<file path="config.mk">
export PLATFORM = sky130hd
export DESIGN_NAME = fetch_ctrl
export DESIGN_NICKNAME = d
export VERILOG_FILES = /design/src/rtl/fetch_ctrl.sv
export SDC_FILE = /design/constraint.sdc
export NUM_CORES = 1
export LEC_CHECK = 0
export CAP_MARGIN = 20
export CORE_ASPECT_RATIO = 0.6
export CORE_MARGIN = 5
export CORE_UTILIZATION = 49
export CTS_CLUSTER_SIZE = 8
export DETAILED_ROUTE_END_ITERATION = 6
export GPL_TIMING_DRIVEN = 0
export PLACE_DENSITY = 0.92
export SETUP_SLACK_MARGIN = 0.15
export SYNTH_ARGS = -nofsm -noshare
export SYNTH_HDL_FRONTEND = slang
export SYNTH_SLANG_ARGS = --single-unit
</file>
<file path="constraint.sdc">
create_clock -name clk -period 2.9 [get_ports clk]
set_clock_uncertainty 0.1 [all_clocks]
set_input_delay 0.58 -clock clk [delete_from_list [all_inputs] [get_ports clk]]
set_output_delay 0.58 -clock clk [all_outputs]
set_load 0.1 [all_outputs]
</file>
<file path="src/rtl/fetch_ctrl.sv">
// Instruction-fetch sequencer: owns the PC, issues single-outstanding imem requests,
// fills the F/D slot under stall, and applies D-stage redirects after one delay slot.
module fetch_ctrl #(
  parameter int unsigned   AW       = 32,
  parameter logic [AW-1:0] RESET_PC = AW'(32'h0000_3000)
) (
  input  logic          clk,
  input  logic          reset,
  input  logic          stall,
  input  logic          branch,
  input  logic [AW-1:0] npc,
  output logic          imem_req,
  output logic [AW-1:0] imem_addr,
  input  logic          imem_ready,
  input  logic [31:0]   imem_rdata,
  output logic          if_valid,
  output logic [31:0]   if_instr,
  output logic [AW-1:0] if_pc,
  output logic [AW-1:0] if_pc8
);

  typedef enum logic [1:0] {BOOT, RUN, PEND} state_t;

  state_t        r_state, w_state_n;
  logic [AW-1:0] r_pc, w_pc_n;
  logic [AW-1:0] r_tgt, w_tgt_n;
  logic          r_if_valid, w_if_valid_n;
  logic [31:0]   r_if_instr, w_if_instr_n;
  logic [AW-1:0] r_if_pc, w_if_pc_n;
  logic [AW-1:0] r_if_pc8, w_if_pc8_n;

  logic w_slot_free;
  logic w_req;
  logic w_fetch_done;
  logic w_accept;
  logic w_squash;
  logic w_load;

  assign w_slot_free  = !r_if_valid || !stall;
  assign w_req        = (r_state != BOOT) && w_slot_free && reset;
  assign w_fetch_done = w_req && imem_ready;
  assign w_accept     = branch && !stall && (r_state != BOOT);
  // Word fetched alongside a redirect whose delay slot is already in F is wrong-path.
  assign w_squash     = (r_state == RUN) && w_accept && r_if_valid && w_fetch_done;
  assign w_load       = w_fetch_done && !w_squash;

  assign imem_req  = w_req;
  assign imem_addr = r_pc;
  assign if_valid  = r_if_valid;
  assign if_instr  = r_if_instr;
  assign if_pc     = r_if_pc;
  assign if_pc8    = r_if_pc8;

  // Next-state, PC sequencing and slot update.
  always_comb begin
    w_state_n    = r_state;
    w_pc_n       = r_pc;
    w_tgt_n      = r_tgt;
    w_if_valid_n = r_if_valid;
    w_if_instr_n = r_if_instr;
    w_if_pc_n    = r_if_pc;
    w_if_pc8_n   = r_if_pc8;

    if (w_load) begin
      w_if_valid_n = 1'b1;
      w_if_instr_n = imem_rdata;
      w_if_pc_n    = r_pc;
      w_if_pc8_n   = r_pc + AW'(8);
    end else if (w_squash || (r_if_valid && !stall)) begin
      w_if_valid_n = 1'b0;
    end

    if (w_fetch_done) begin
      w_pc_n = r_pc + AW'(4);
    end

    case (r_state)
      BOOT: w_state_n = RUN;
      RUN: begin
        if (w_accept) begin
          if (r_if_valid || w_fetch_done) begin
            w_pc_n = npc;
          end else begin
            w_tgt_n   = npc;
            w_state_n = PEND;
          end
        end
      end
      PEND: begin
        // A second redirect while waiting for the delay slot replaces the target.
        if (w_accept) begin
          w_tgt_n = npc;
        end
        if (w_fetch_done) begin
          w_pc_n    = w_accept ? npc : r_tgt;
          w_state_n = RUN;
        end
      end
      default: w_state_n = BOOT;
    endcase
  end

  always_ff @(posedge clk) begin
    if (!reset) begin
      r_state    <= BOOT;
      r_pc       <= RESET_PC;
      r_tgt      <= '0;
      r_if_valid <= 1'b0;
      r_if_instr <= '0;
      r_if_pc    <= '0;
      r_if_pc8   <= AW'(8);
    end else begin
      r_state    <= w_state_n;
      r_pc       <= w_pc_n;
      r_tgt      <= w_tgt_n;
      r_if_valid <= w_if_valid_n;
      r_if_instr <= w_if_instr_n;
      r_if_pc    <= w_if_pc_n;
      r_if_pc8   <= w_if_pc8_n;
    end
  end

endmodule

</file>
# Yosys cells after proc, flatten, opt, wreduce, memory -nomap -nowiden
# Index checks and enable logic that the tools add are counted.
dict set report classes {
  n_addsub 2
  eq_ne 5
  n_mux 15
  reduce_logical 22
}
# cell n
set ops {}
lappend ops {{32-bit two-way mux} 7}
lappend ops {{32-bit case mux with 2 select lines} 2}
lappend ops {{32-bit by 3-bit adder with 32-bit output (second input constant)} 1}
lappend ops {{32-bit by 4-bit adder with 32-bit output (second input constant)} 1}
lappend ops {{1-bit logical AND} 10}
lappend ops {{2-bit two-way mux} 3}
lappend ops {{2-bit inequality test (second input constant)} 3}
lappend ops {{2-bit case mux with 3 select lines} 1}
lappend ops {{3-bit AND reduction} 2}
lappend ops {{2-bit nonzero test} 3}
lappend ops {{1-bit logical NOT} 3}
lappend ops {{1-bit logical OR} 3}
lappend ops {{2-bit by 1-bit == test with 1-bit output (second input constant)} 1}
lappend ops {{2-bit == test (second input constant)} 1}
lappend ops {{2-bit logical NOT} 1}
lappend ops {{1-bit two-way mux} 2}
dict set report word_totals {
  ff_bits 163
  output_inout_bits 130
  wordCells 51
}

# Depth between registers and ports, before layout
dict set report depth {
  depth_word 9
  mapped_depth 10
}

# Worst setup path after synthesis
# Ideal clock, no wire load.
dict set report synth_path {
  path_kind {register to output}
  start {reg r_if_valid, in the netlist if_valid}
  end {out imem_req}
  arrival_ns 2.483
  t_required_ns 2.220
  path_slack_ns -0.263
  stages_incl_launch_ff 5
  n_path_buf 2
  cell_sequence {dfxtp_1 -> buf_6 -> a21o_1 -> buf_6 -> nor2_1}
}
dict set report synth_between {
  elab_chain_len 4
}
# item line
set synth_lines {}
lappend synth_lines {{start: declaration} 27} ;# logic r_if_valid, w_if_valid_n;
lappend synth_lines {{start signal: assignment} 116} ;# r_if_valid <= w_if_valid_n;
lappend synth_lines {{1-bit logical NOT} 39} ;# assign w_slot_free = !r_if_valid || !stall;
lappend synth_lines {{1-bit logical OR} 39}
lappend synth_lines {{1-bit logical AND (2 in a row)} 40} ;# assign w_req = (r_state != BOOT) && w_slot_free && reset;
lappend synth_lines {{end: declaration} 12} ;# output logic imem_req,
# No other way between the ends.

# Final worst setup path
dict set report layout_path {
  start {in stall}
  end {out imem_req}
}
dict set report layout_between {
  elab_chain_len 4
}
# item line
set layout_lines {}
lappend layout_lines {{start: declaration} 9} ;# input logic stall,
lappend layout_lines {{1-bit logical NOT} 39}
lappend layout_lines {{1-bit logical OR} 39}
lappend layout_lines {{1-bit logical AND (2 in a row)} 40}
# No other way between the ends.

==> flow_metrics.tcl <==
set metrics [dict create \
    status "completed" \
    pin_count 199 \
    async_flop_share_pct 0 \
    initial_core_util_pct 50.5 \
    synth-edff-count 0 \
    fmax_ghz 0.365 \
    place.port_buffers 197 \
    synth_nets 951 \
    drt-initial-drc-count 750 \
    antenna_found_initial 1 \
    hold_start "if_instr[2]" \
    hold_slack_ps 354 \
    yosysTopAreaCellShare_pct 43.3 \
    crit_path_cell_trace "clkdlybuf4s50_1 -> a21o_1 -> buf_6 -> nor2_2 -> clkbuf_4" \
    hold_viol 0 \
    grtUsageMet2_pct 43.2 \
    grt-busiest-layer "met2" \
    worst_slew_pin_slew_ps 1070 \
    die_h_um 105 \
    slew_headroom_pct 28.2 \
    critPathLaunch "stall" \
    gp_congestion 1.03 \
    nets 1166 \
    core_area_um2 14600 \
    synth_area_leaders "dfxtp_1, nand2_1, a21oi_1, mux2i_1, xor2_1" \
    vias 7546 \
    routedWlPerCell_um 19.7 \
    drc 0 \
    cp.arrival_ps 2060 \
    drv_cap 0 \
    grt_pass1_wl_um 39800 \
    crit_path_start_kind "input pin" \
    power_density_nw_per_um2 577 \
    diodes 0 \
    design_area_um2 10200 \
    postCtsSetupRepairBufs 0 \
    cts_max_path_buffers 2 \
    syn_inst 877 \
    synthTopCellsByCount "nand2_1, dfxtp_1, a21oi_1" \
    finalMaxSlewViolations 0 \
    ys_seq_area_share_pct 43.3 \
    regToRegStartpoint "r_state[0]" \
    cts_tree "done" \
    use_met1_pct 37.5 \
    setup_viol 0 \
    synth_top_area_cell "dfxtp_1" \
    clk_pin_slew_ps 70 \
    yosys_warnings 0 \
    cp_max_fo 10 \
    wl_um 25700 \
    rsz0062_at_grt "true" \
    netlist_area_um2 7390 \
    worst-setup-path-type "input pin to output port" \
    dieArea_um2 17700 \
    p_leak_nw 3.54 \
    clk_latency_ps 430 \
    cts-root-buf "clkbuf_16" \
    cpPeakStageDelay_ps 610 \
    row_count 34 \
    yosysMostFrequentCell "nand2_1" \
    worst_setup_path_end_kind "output port" \
    required_ps 2220 \
    post-route-util_pct 69.9 \
    hpwl_um 19300 \
    numCtsBuffers 17 \
    critPathSlowestCell "clkdlybuf4s50_1" \
    dpl_cell_area_um2 9620 \
    grt_max_degree 17 \
    yosys.cell_types.count 54 \
    ys.flop_type "dfxtp_1" \
    ant_nets 0 \
    cts-hold-fix-buffers 0 \
    grt_util_met3_pct 10.2 \
    layout-drive-gt1-share_pct 8.96 \
    ir_drop_uv 350 \
    finalSetupTns_ps 0 \
    fin_crit_sh_pct 94.5 \
    p_total_mw 5.91 \
    chipWidth_um 169 \
    synth_seq_cells 160 \
    drtPass1Iterations 6 \
    grt_pass1_vias 7374 \
    numClockSinks 160 \
    avgSynthCellArea_um2 8.43 \
    grt.overflow.total 0 \
    fillers 1139 \
    h-tree-depth 4 \
    hold_class "flip-flop to flip-flop" \
    viasPerCell 5.79 \
    min_period_ps 2740 \
    syn_to_final_growth_pct 38.4 \
    grt_usage_pct 28.1 \
]
[per-layer routing]
layer  vias to the layer above  wire length (um)
li1                       3501                 -
met1                      3510             10700
met4                         2               480
met5                         -                14
met2                       471             11200
met3                        62              3300
[cell usage in the layout (no fill, tap or decap), drive strengths merged, types with 19 or more instances in the layout]
cell type / Yosys / layout
a211oi: 19 / 19
a21oi: 108 / 108
a22oi: 20 / 20
buf: 47 / 47
clkbuf: 34 / 51
clkdlybuf4s50: 0 / 182
dfxtp: 160 / 160
mux2i: 43 / 43
nand2: 166 / 166
nand4: 20 / 20
nor2: 63 / 63
o21ai: 26 / 26
o22ai: 23 / 23
xor2: 39 / 39
[power by group]
group	total [mW]	internal (mW)	switching, mW
logic	1.20	0.330	0.873
clock network	2.38	1.38	1.00
registers	2.32	2.27	0.0502
total	5.91	3.98	1.92
[stage by stage]
step | setup WS, ps | cells
final | 161 | 1303
after global routing | 133 | 1303
after CTS | 5.45 | 1303
after detailed placement | -750 | 1272
after global placement | -745 | 1272
after floorplan | 190 | 877
[cells by family after synthesis]
family / after synthesis / synth area share, %
simple gates: 306 / 19.4
mux: 43 / 5.82
xor+xnor: 53 / 6.28
buf+inv: 88 / 6.19
flops: 160 / 43.3
compound gates: 222 / 18.2
fa+ha+maj: 5 / 0.846
[worst max-delay path: cells and delay by family]
kind                   cells  cell delay, ps
AO/OA/AOI/OAI              1             270
buffers and inverters      3            1110
AND/OR/NAND/NOR            1              90
[sequential cells by signal, indices dropped and copies added, names as in the netlist]
name       flops
imem_addr     32
if_instr      32
if_valid       1
r_state        2
if_pc         32
if_pc8        29
r_tgt         32
[what timing repair did]
item / in CTS / in global routing
endpoints found under the hold margin: 0 / 0
endpoints found under the setup margin: 13 / 11
pin swaps: 0 / 0
gates resized for setup: 16 / 7
[path summary, 6_finish.rpt]
check / end / slack, ps / depth (start not counted)
max: imem_req / 160 / 5
min: if_instr[2] / 350 / 2
max reg2reg: imem_addr[2] / 310 / 8
min reg2reg: if_instr[2] / 350 / 2
[final cells by class]
type	count	area, um2	area share (%)
Buffer	80	429	4.20
Clock buffer	17	425	4.16
Clock inverter	15	196	1.92
Inverter	7	26.3	0.257
Multi-Input combinational cell	629	3740	36.6
Sequential cell	160	3210	31.3
Tap cell	198	248	2.42
Timing Repair Buffer	197	1960	19.2
Power figures use the tool's default switching activity.
